==> config.mk <==
export PLATFORM = sky130hd
export DESIGN_NAME = pipe_stage_fifo_flat
export DESIGN_NICKNAME = d
export VERILOG_FILES = /design/src/rtl/pipe_stage_fifo_if.sv /design/src/rtl/pipe_stage_fifo.sv /design/src/flat_wrapper.sv
export SDC_FILE = /design/constraint.sdc
export NUM_CORES = 1
export LEC_CHECK = 0
export CAP_MARGIN = 20
export CORE_AREA = 2 2 483 485
export CTS_CLUSTER_DIAMETER = 80
export DETAILED_ROUTE_END_ITERATION = 10
export DIE_AREA = 0 0 485 487
export PLACE_DENSITY = 0.47
export SYNTH_ARGS = -nofsm -noshare
export SYNTH_HDL_FRONTEND = slang
export SYNTH_SLANG_ARGS = --single-unit
==> constraint.sdc <==
create_clock -name clk -period 103.3 [get_ports clk]
set_clock_uncertainty 0.2 [all_clocks]
set_input_delay 20.66 -clock clk [delete_from_list [all_inputs] [get_ports clk]]
set_output_delay 20.66 -clock clk [all_outputs]
set_load 0.05 [all_outputs]
==> src/rtl/pipe_stage_fifo_if.sv <==
// Valid/ready bundle between two RV32S pipeline stages, with flush and occupancy/stall status.
// master drives the upstream bundle, downstream ready and flush; slave is the stage buffer.
interface pipe_stage_fifo_if #(
  parameter int DATA_W = 600,
  parameter int DEPTH  = 2,
  localparam int CNT_W = $clog2(DEPTH + 1)
);
  logic              up_valid;
  logic [DATA_W-1:0] up_data;
  logic              ready;
  logic              valid;
  logic [DATA_W-1:0] data;
  logic              dn_ready;
  logic              flush;
  logic [CNT_W-1:0]  count;
  logic [31:0]       stall_cnt;

  modport master (
    output up_valid, up_data, dn_ready, flush,
    input  ready, valid, data, count, stall_cnt
  );

  modport slave (
    input  up_valid, up_data, dn_ready, flush,
    output ready, valid, data, count, stall_cnt
  );
endinterface

==> src/rtl/pipe_stage_fifo.sv <==
// Elastic DEPTH-entry inter-stage FIFO; 1-cycle push-to-valid (0 with PIPE_STAGE_BYPASS_EN when empty).
// ready is occupancy-only (no push-through when full); synchronous flush drops everything.
module pipe_stage_fifo #(
  parameter int DATA_W = 600,
  parameter int DEPTH  = 2,
  localparam int CNT_W = $clog2(DEPTH + 1)
) (
  input logic               clk,
  input logic               rst,
  pipe_stage_fifo_if.slave  bus
);
  localparam int PTR_W = $clog2(DEPTH);
  localparam logic [CNT_W-1:0] FULL = CNT_W'(DEPTH);

  logic [DATA_W-1:0] mem [DEPTH];
  logic [PTR_W-1:0]  wr_ptr;
  logic [PTR_W-1:0]  rd_ptr;
  logic [CNT_W-1:0]  count_q;
  logic [31:0]       stall_q;
  logic              not_empty;
  logic              bypass;
  logic              push;
  logic              pop;
  logic              stall_inc;

  assign not_empty = (count_q != '0);

`ifdef PIPE_STAGE_BYPASS_EN
  // Gated by rst so the combinational pass cannot raise valid while held in reset.
  assign bypass = rst & ~not_empty & bus.up_valid & bus.dn_ready & ~bus.flush;
`else
  assign bypass = 1'b0;
`endif

  assign bus.ready     = (count_q != FULL);
  assign bus.valid     = not_empty | bypass;
  assign bus.count     = count_q;
  assign bus.stall_cnt = stall_q;

  assign push      = bus.up_valid & bus.ready & ~bus.flush & ~bypass;
  assign pop       = not_empty & bus.dn_ready & ~bus.flush;
  assign stall_inc = bus.valid & ~bus.dn_ready & ~bus.flush;

  always_comb begin
    bus.data = '0;
    if (bypass) begin
      bus.data = bus.up_data;
    end else if (not_empty) begin
      bus.data = mem[rd_ptr];
    end
  end

  always_ff @(posedge clk) begin
    if (push) begin
      mem[wr_ptr] <= bus.up_data;
    end
  end

  always_ff @(posedge clk or negedge rst) begin
    if (!rst) begin
      wr_ptr  <= '0;
      rd_ptr  <= '0;
      count_q <= '0;
      stall_q <= '0;
    end else begin
      if (bus.flush) begin
        wr_ptr  <= '0;
        rd_ptr  <= '0;
        count_q <= '0;
      end else begin
        if (push) begin
          wr_ptr <= wr_ptr + PTR_W'(1);
        end
        if (pop) begin
          rd_ptr <= rd_ptr + PTR_W'(1);
        end
        case ({push, pop})
          2'b10:   count_q <= count_q + CNT_W'(1);
          2'b01:   count_q <= count_q - CNT_W'(1);
          default: count_q <= count_q;
        endcase
      end
      if (stall_inc && (stall_q != 32'hFFFF_FFFF)) begin
        stall_q <= stall_q + 32'd1;
      end
    end
  end
endmodule
==> src/flat_wrapper.sv <==
// flat-port wrapper written by rule: the top's interface ports become plain ports
module pipe_stage_fifo_flat 
#(
  parameter int DATA_W = 600,
  parameter int DEPTH  = 2,
  localparam int CNT_W = $clog2(DEPTH + 1)
)
  (clk, rst, bus_up_valid, bus_up_data, bus_dn_ready, bus_flush, bus_ready, bus_valid, bus_data, bus_count, bus_stall_cnt);
  pipe_stage_fifo_if #(.DATA_W(DATA_W), .DEPTH(DEPTH)) bus_i ();
  input logic clk;
  input logic rst;
  input wire logic [$bits(bus_i.up_valid)-1:0] bus_up_valid;
  input wire logic [$bits(bus_i.up_data)-1:0] bus_up_data;
  input wire logic [$bits(bus_i.dn_ready)-1:0] bus_dn_ready;
  input wire logic [$bits(bus_i.flush)-1:0] bus_flush;
  output wire logic [$bits(bus_i.ready)-1:0] bus_ready;
  output wire logic [$bits(bus_i.valid)-1:0] bus_valid;
  output wire logic [$bits(bus_i.data)-1:0] bus_data;
  output wire logic [$bits(bus_i.count)-1:0] bus_count;
  output wire logic [$bits(bus_i.stall_cnt)-1:0] bus_stall_cnt;
  assign bus_i.up_valid = bus_up_valid;
  assign bus_i.up_data = bus_up_data;
  assign bus_i.dn_ready = bus_dn_ready;
  assign bus_i.flush = bus_flush;
  assign bus_ready = bus_i.ready;
  assign bus_valid = bus_i.valid;
  assign bus_data = bus_i.data;
  assign bus_count = bus_i.count;
  assign bus_stall_cnt = bus_i.stall_cnt;
  pipe_stage_fifo #(.DATA_W(DATA_W), .DEPTH(DEPTH)) u_core (.clk(clk), .rst(rst), .bus(bus_i));
endmodule
**Yosys cells after proc, flatten, opt, wreduce, memory -nomap -nowiden**

Memory sizes are Yosys's and may differ from the RTL's.
Cells that the tools add are included.

- Bits in registers: 36
- RAM bits: 1200
- Bits of input ports: 605
- Output and inout bits: 636
- Logic and storage cells: 36
- Memories kept: 1

- Add/sub/neg operators: 5
- Equality and inequality tests: 4
- Multiplexer cells: 9
- Bitwise logic cells: 8
- Reductions and logical operators: 5

Memory list:

| memory | words | width | read ports | clocked after Yosys merged registers in | write ports | line | text |
|---|---|---|---|---|---|---|---|
| u_core.mem | 2 | 600 | 1 | 0 | 1 | pipe_stage_fifo.sv:15 | `logic [DATA_W-1:0] mem [DEPTH];` |

Operators with widths:

| kind | number |
|---|---|
| $mux W600 | 1 |
| $add A32 B1 Y32 const B | 1 |
| $ne A32 B32 Y1 const B | 1 |
| $and A1 B1 Y1 | 6 |
| $mux W1 | 6 |
| $reduce_bool A2 Y1 | 3 |
| $pmux W2 S2 | 1 |
| $reduce_bool A3 Y1 | 1 |
| $add A1 B1 Y1 const B | 2 |
| $add A2 B1 Y2 const B | 1 |
| $eq A2 B1 Y1 const B | 1 |
| $eq A2 B2 Y1 const B | 1 |
| $mux W2 | 1 |
| $ne A2 B2 Y1 const B | 1 |
| $not A1 Y1 | 2 |
| $sub A2 B1 Y2 const B | 1 |
| $logic_and A1 B1 Y1 | 1 |

**Depth between registers and ports, before layout**

Gate-level depths: netlist (run 1).

- Depth after elaboration: 6
- Gate-level depth with buffers: 7
- Depth with buffers taken out: 6

**Worst setup path after synthesis (run 1)**

OpenSTA, ideal clock, no wires.

- Path type: input to register
- From: in bus_flush
- To: mem u_core.mem[1][0] (enable)
- Library setup time: 2423 ps
- Data arrival time: 64112 ps
- Required time: 100677 ps
- Slack: 36565 ps
- Cell stages on the path: 2
- Buffers on the path: 1
- Cells stage by stage: clkbuf_1 nor3b_1

- Longest elaborated chain between the ends: 4

RTL lines:

| element | line | text |
|---|---|---|
| from (decl) | flat_wrapper.sv:15 | `input wire logic [$bits(bus_i.flush)-1:0] bus_flush;` |
| $not A1 Y1 | pipe_stage_fifo.sv:40 | `assign push = bus.up_valid & bus.ready & ~bus.flush & ~bypass;` |
| $and A1 B1 Y1 | pipe_stage_fifo.sv:40 |  |
| $mux W1 | pipe_stage_fifo.sv:54 | `if (push) begin` |
| $mux W1 (implied by the code) | pipe_stage_fifo.sv:55 | `mem[wr_ptr] <= bus.up_data;` |
| to (decl) | pipe_stage_fifo.sv:15 |  |

No other way between the ends.

**Final worst setup path (run 1)**

- From: reg u_core.rd_ptr
- To: out bus_data[39]

- Longest elaborated chain between the ends: 2

RTL lines:

| element | line | text |
|---|---|---|
| from (decl) | pipe_stage_fifo.sv:17 | `logic [PTR_W-1:0] rd_ptr;` |
| from (signal assigned) | pipe_stage_fifo.sv:75 | `rd_ptr <= rd_ptr + PTR_W'(1);` |
| $mem_v2 Z2 W600 | n/a |  |
| $mux W600 | pipe_stage_fifo.sv:48 | `end else if (not_empty) begin` |
| to (decl) | flat_wrapper.sv:18 | `output wire logic [$bits(bus_i.data)-1:0] bus_data;` |

No other way between the ends.

==> metrics, run 1 <==
outcome complete, no violations; Root Driver clkbuf_16; Max Root-Sink Buffers 3; CP Buf/Inv Count 5; Synth top area share between 70 and 80%; fin nets around 4,600; placed insts just under 7,000; min Tclk post-route between 20 and 30 ns; Crit-path slowest cell dfrtp_4; Clock Latency Late Sink 0.77 ns; critical path endpoint category output port; clk slew on worst S/H paths around 0.050 ns; global-route wire length before repair 232,000 µm; ANT nets after route 0; max_cap viols 0; CP peak stage delay around 0.99 ns; CP required 82.44 ns; vias 28,158; fin cells a little over 7,000; Max VDD drop 12.5 µV; Mapped Area about 47,000 µm²; Tightest Pin Transition between 1 and 1.5 ns; final max-slew violation count 0; worst flop-to-flop path startpoint u_core.bus.count[0]$_DFFE_PN0P_; fillers 23,260; DIE AREA about 240,000 µm²; Post-synth EDFFs between 1,000 and 1,500; Seq cells post-synth between 1,000 and 1,500; leading post-synthesis cells by cell area edfxtp_1 77%, mux2i_1 13%, nor2_1 4.9%; post-CTS setup buffers 0; area leader, netlist edfxtp_1; initial antenna violation count 80; register area share after synthesis around four fifths; Hold Buf Count CTS 0; fraction of layout cells with a size suffix above 1 roughly 6.3%; initial DRC count approximately 1,700; worst path arrival time ~6.5 ns; Register Area around 37,000 µm²; Post-synth ARST share under 10%; Hold Slack 0.306 ns; WL/cell between 20 and 25 µm; PortBufs between 1,000 and 1,500; RSZ-0062 raised after global routing false; clock sinks 1,236; Num CTS Buffers between 100 and 150; final wirelength approximately 170,000 µm; syn_nets roughly 3,300; CP endpoint bus_data[39]; largest net degree at the start of global routing 148; synth unique cells 38; Ports approximately 1,200; crit path launch u_core.rd_ptr$_DFFE_PN0P_; end-of-flow core utilization between 20% and 30%; r2r setup slk between 90 and 100 ns; via/cell ratio 3.93; DP HPWL around 120,000 µm; # resized after CTS 0; Worst Setup Start Kind flip-flop; final design area excluding fillers about 67,000 µm²; DP Area 62,700 µm²; Die H around 500 µm; Syn. warnings 0; crit-path max FO 98; Reg2Reg Depth 7; P_leak roughly 22 nW; Slew HR between 20 and 30%; Setup WS pre-CTS about 77 ns; CP cell instances buf_12, buf_4, buf_4, buf_4, mux2i_1, nor2_1, clkdlybuf4s50_1; Tcrit/Tclk final between 20% and 30%; grt ovf 0; Mapped Cells ~2,700; DRC violations left 0; core area 231,000 µm²; Hold Vio Cnt, Final 0; commonest non-fill, non-tap cells in the layout 1,239 x clkdlybuf4s50_1, 1,200 x edfxtp_1, 608 x nor2_1, 601 x mux2i_1, 152 x clkbuf_16; Top FF cell, synth edfxtp_1; GRT Overall Usage roughly 14%; Critical Path Stages 7; Multi-input gate area 9200 µm²; Hold Path Class flip-flop to flip-flop; htree depth 4; Layout area overhead 44.3%; most frequent CP cell buf_4; syn avg cell area approximately 17 µm²; Setup Viol. Count Final 0; maximum clock rate between 30 and 40 MHz; setup ws final between 70 and 80 ns; kind of critical path flip-flop to output port; Top Family by Delay on Critical Path buffers and inverters; TritonCTS clock tree done; Initial Util 20.2%; setup_tns 0 ns; drt pass-1 iters 5; Core Rows between 150 and 200; RePlAce Congestion just over 0.8; vias in the first global route just under 30,000; Die X-Extent between 400 and 500 µm; most common library cell in the layout ignoring fill and taps clkdlybuf4s50_1; RR Endpoint u_core.mem[1][528]$_DFFE_PP_; Tot Pwr roughly 1.3 mW; PD cells about 19 nW/µm²
==> synthesized netlist by cell type, types with 2 or more instances <==
library cell and instances:
nand4_2 2, mux2i_1 601, xnor2_1 24, nand4_1 18, nor4_1 4, edfxtp_1 1200, inv_1 5, nand2b_1 2
dfrtp_1 36, nor2_1 608, nor3_2 3, buf_2 61, nor3_1 5, and3_1 5, clkbuf_1 75, nor3_4 2
xor2_1 9, nand2_1 12, nand3_1 9, nor3b_1 2
==> cell families after synthesis <==
| family | share of synthesized area, % |
|---|---|
| AOI/OAI and AO/OA | 0.0857 |
| xor gates and xnor gates | 0.619 |
| adders and majority gates | 0.0268 |
| buffers and inverters | 1.30 |
| DFF | 79.1 |
| muxes | 12.9 |
| and+or+nand+nor | 6.02 |
==> area by class of cell <==
type / count / share of cell area, %
repair buffers: 1280 / 18.9
diodes: 19 / 0.0705
well taps: 3043 / 5.65
flip-flops and latches: 1236 / 54.8
multi-input cells: 1324 / 13.6
clock buffers: 189 / 5.86
clock inverters: 70 / 1.04
inverters: 5 / 0.0278
==> per-layer routing <==
layer  routed length (µm)  global-route usage, %  up-vias
met1                69100                   16.8    13910
li1                     -                      -    12721
met2                78700                   22.2     1202
met5                  365                      0        -
met4                 3780                   3.57       56
met3                17800                   6.38      269
==> power by group <==
| part | internal [mW] | total (mW) | switching [mW] |
|---|---|---|---|
| Sequential | 0.574 | 0.581 | 0.00649 |
| Combinational | 0.0746 | 0.219 | 0.144 |
| Clock | 0.290 | 0.503 | 0.213 |
| Total | 0.938 | 1.30 | 0.364 |
==> worst min path at each step <==
| stage | startpoint | end | slack (ns) | depth (start not counted) |
|---|---|---|---|---|
| 3_5_place_dp | u_core.bus.stall_cnt[27]$_DFFE_PN0P_ | u_core.bus.stall_cnt[27]$_DFFE_PN0P_ | 0.30 | 1 |
| 4_1_cts | u_core.bus.stall_cnt[27]$_DFFE_PN0P_ | u_core.bus.stall_cnt[27]$_DFFE_PN0P_ | 0.31 | 1 |
| 5_1_grt | u_core.bus.stall_cnt[27]$_DFFE_PN0P_ | u_core.bus.stall_cnt[27]$_DFFE_PN0P_ | 0.32 | 1 |
| 6_report | u_core.bus.stall_cnt[27]$_DFFE_PN0P_ | u_core.bus.stall_cnt[27]$_DFFE_PN0P_ | 0.31 | 1 |
| 3_3_place_gp | u_core.bus.stall_cnt[31]$_DFFE_PN0P_ | u_core.bus.stall_cnt[31]$_DFFE_PN0P_ | 0.29 | 1 |
| 2_1_floorplan | u_core.wr_ptr$_DFFE_PN0P_ | u_core.wr_ptr$_DFFE_PN0P_ | 0.32 | 2 |
==> registers in the layout (all words and copies together) (netlist names) <==
| name | flops |
|---|---|
| u_core.wr_ptr | 1 |
| u_core.bus.count | 2 |
| u_core.bus.stall_cnt | 32 |
| u_core.mem | 1200 |
| u_core.rd_ptr | 1 |
==> worst register-to-register path, cell delays in order (launching register included) <==
cell and delay [ns]:
dfrtp_1 0.47, nand2b_1 0.20, nand2_1 0.15, nor3b_2 0.24, buf_4 0.71, buf_4 0.88
buf_4 0.97, buf_4 0.90
Power figures use the tool's default switching activity.
==> run 2, diff against run 1 <==
clock period = 25.5 ns   (was 103.3 ns; I/O delays follow)
==> metrics, run 2 (synthesis results as in run 1) <==
outcome complete, no violations (unchanged); min Tclk post-route approximately 12 ns; via/cell ratio 3.94 (was 3.93); Setup Viol. Count Final 0 (unchanged); Tot Pwr 5.24 mW (was 1.30 mW); Initial Util 20.2% (unchanged); ANT nets after route 0 (unchanged); Hold Slack 0.305 ns (was 0.306 ns); global-route wire length before repair 230,000 µm (was 232,000 µm); clk slew on worst S/H paths 0.06 ns (was 0.05 ns); r2r setup slk 20.56 ns (was 98.12 ns); initial DRC count 1,435 (was 1,692); vias in the first global route 28,819 (was 28,932); most common library cell in the layout ignoring fill and taps clkdlybuf4s50_1 (unchanged); commonest non-fill, non-tap cells in the layout 1,239 x clkdlybuf4s50_1, 1,200 x edfxtp_1, 608 x nor2_1, 601 x mux2i_1, 150 x clkbuf_16 (was 1,239 x clkdlybuf4s50_1, 1,200 x edfxtp_1, 608 x nor2_1, 601 x mux2i_1, 152 x clkbuf_16); cell-internal power 3.77 mW (was 0.938 mW); Worst Setup Start Kind flip-flop (unchanged); end-of-flow core utilization 29.1% (about the same); Hold Buf Count CTS 0 (unchanged); final wirelength 170,000 µm (about the same); Switching Fraction 27.9% (about the same); Tightest Pin Transition 1.06 ns (was 1.10 ns); vias 28,192 (was 28,158); grt ovf 0 (unchanged); Hold Path Depth 1 (unchanged); setup_tns 0 ns (unchanged); CP required 20.20 ns (was 82.44 ns); WL/cell 23.7 µm (about the same); Die X-Extent 485 µm (unchanged); Ports 1,241 (unchanged); largest net degree at the start of global routing 152 (was 148); end point of the worst hold path u_core.bus.stall_cnt[31]$_DFFE_PN0P_ (was u_core.bus.stall_cnt[27]$_DFFE_PN0P_); DIE AREA 236,000 µm² (unchanged); DP HPWL 123,000 µm (about the same); RSZ-0062 raised after global routing false (unchanged); Reg with most FFs u_core.mem (unchanged); Hold Vio Cnt, Final 0 (unchanged); Switch Pwr 1.46 mW (was 0.364 mW); Max Root-Sink Buffers 3 (unchanged); htree depth 4 (unchanged); Comb pwr share 16.9% (was 16.8%); GRT Overall Usage 13.8% (about the same); max reg flops 1,200 (unchanged); max_cap viols 0 (unchanged); post-CTS setup buffers 0 (unchanged); worst path arrival time 6.63 ns (was 6.46 ns); Layout area overhead 44.1% (was 44.3%); Clock Latency Late Sink 0.78 ns (was 0.77 ns); RR Endpoint u_core.mem[0][589]$_DFFE_PP_ (was u_core.mem[1][528]$_DFFE_PP_); PortBufs 1,240 (unchanged); fillers 23,243 (was 23,260); Clock power frac 38.2% (was 38.6%); DRC violations left 0 (unchanged); fin nets 4,599 (was 4,601); final max-slew violation count 0 (unchanged); # resized after CTS 0 (unchanged); initial antenna violation count 82 (was 80); sequential share of power 44.9% (was 44.6%); Max VDD drop 51.8 µV (was 12.5 µV); P_leak 21.5 nW (was 21.6 nW); Reg2Reg Depth 7 (unchanged); Tcrit/Tclk final between 40% and 50%; Die H 487 µm (unchanged); Register Area 36,900 µm² (unchanged); RePlAce Congestion 0.846 (was 0.819); Root Driver clkbuf_16 (unchanged); PD cells 77.8 nW/µm² (was 19.3 nW/µm²); Core Rows 177 (unchanged); TritonCTS clock tree done (unchanged); Slew HR 29.3% (was 26.9%); hold path start u_core.bus.stall_cnt[31]$_DFFE_PN0P_ (was u_core.bus.stall_cnt[27]$_DFFE_PN0P_); fraction of layout cells with a size suffix above 1 6.05% (was 6.29%); core area 231,000 µm² (unchanged); clock sinks 1,236 (unchanged); critical path endpoint category output port (unchanged); Multi-input gate area 9210 µm² (was 9200 µm²); crit-path max FO 54 (was 98); Hold Path Class flip-flop to flip-flop (unchanged); drt pass-1 iters 6 (was 5); Num CTS Buffers 149 (was 148); kind of critical path flip-flop to output port (unchanged); maximum clock rate 83.8 MHz; worst flop-to-flop path startpoint u_core.bus.count[0]$_DFFE_PN0P_ (unchanged)
[run 2: changes by cell type in the layout (fill, tap and decap cells not counted), moves of 2 or more]
cell	before	now
buf_4	35	31
clkbuf_1	36	38
clkbuf_16	152	150
clkinv_1	25	27
clkinv_16	4	1
clkinv_2	16	11
clkinv_4	0	3
clkinv_8	3	5
clkinvlp_4	6	4
[run 2: cell type report]
| cell class | instances | area share [%] |
|---|---|---|
| diodes | 19 | 0.0706 |
| well taps | 3043 | 5.66 |
| repair buffers | 1277 | 19.0 |
| clock buffers | 189 | 5.81 |
| flip-flops and latches | 1236 | 54.9 |
| clock inverters | 67 | 0.903 |
| multi-input cells | 1324 | 13.7 |
| inverters | 5 | 0.0279 |
[run 2: worst max-delay path, cell delays in order, from the launching register on]
cell and delay, ns:
dfrtp_4 0.67, buf_4 0.62, buf_4 0.77, buf_4 0.78
buf_4 0.94, buf_4 0.72, mux2i_1 0.17, nor2_1 0.18
clkdlybuf4s50_1 0.85
[run 2: routing by layer]
metal,vias to the layer above,part of all wire [%],routed length (µm),track usage [%]
met5,-,0.20,336,0
met4,52,2.7,4660,4.61
met3,297,10,17000,6.09
met2,1165,46,78500,22.0
met1,13968,41,69300,16.5
li1,12710,-,-,-
[run 2: power groups by stage]
stage          clock network [mW]  registers [mW]  logic (mW)
2_1_floorplan                   0            2.44       0.495
3_3_place_gp                    0            2.39       0.898
3_5_place_dp                    0            2.39       0.900
4_1_cts                      2.08            2.35       0.903
5_1_grt                      2.15            2.36       0.932
6_report                     2.00            2.35       0.886
[run 2: worst max-delay path by stage]
| stage | start | endpoint | slack, ns |
|---|---|---|---|
| after floorplan | bus_up_valid | u_core.mem[1][0]$_DFFE_PP_ | 4.39 |
| after global placement | u_core.rd_ptr$_DFFE_PN0P_ | bus_data[288] | 14.31 |
| after detailed placement | u_core.rd_ptr$_DFFE_PN0P_ | bus_data[288] | 14.23 |
| after CTS | u_core.rd_ptr$_DFFE_PN0P_ | bus_data[288] | 13.33 |
| after global routing | u_core.rd_ptr$_DFFE_PN0P_ | bus_data[288] | 13.18 |
| final | u_core.rd_ptr$_DFFE_PN0P_ | bus_data[288] | 13.57 |
[run 2: metrics by stage]
step                instances  setup WS, ns  area (µm²)
floorplan                2701          4.39       46700
finish                   7160         13.57       67300
global placement         6884         14.31       62700
detailed placement       6885         14.23       62700
CTS                      7141         13.33       67300
global route             7146         13.18       67300
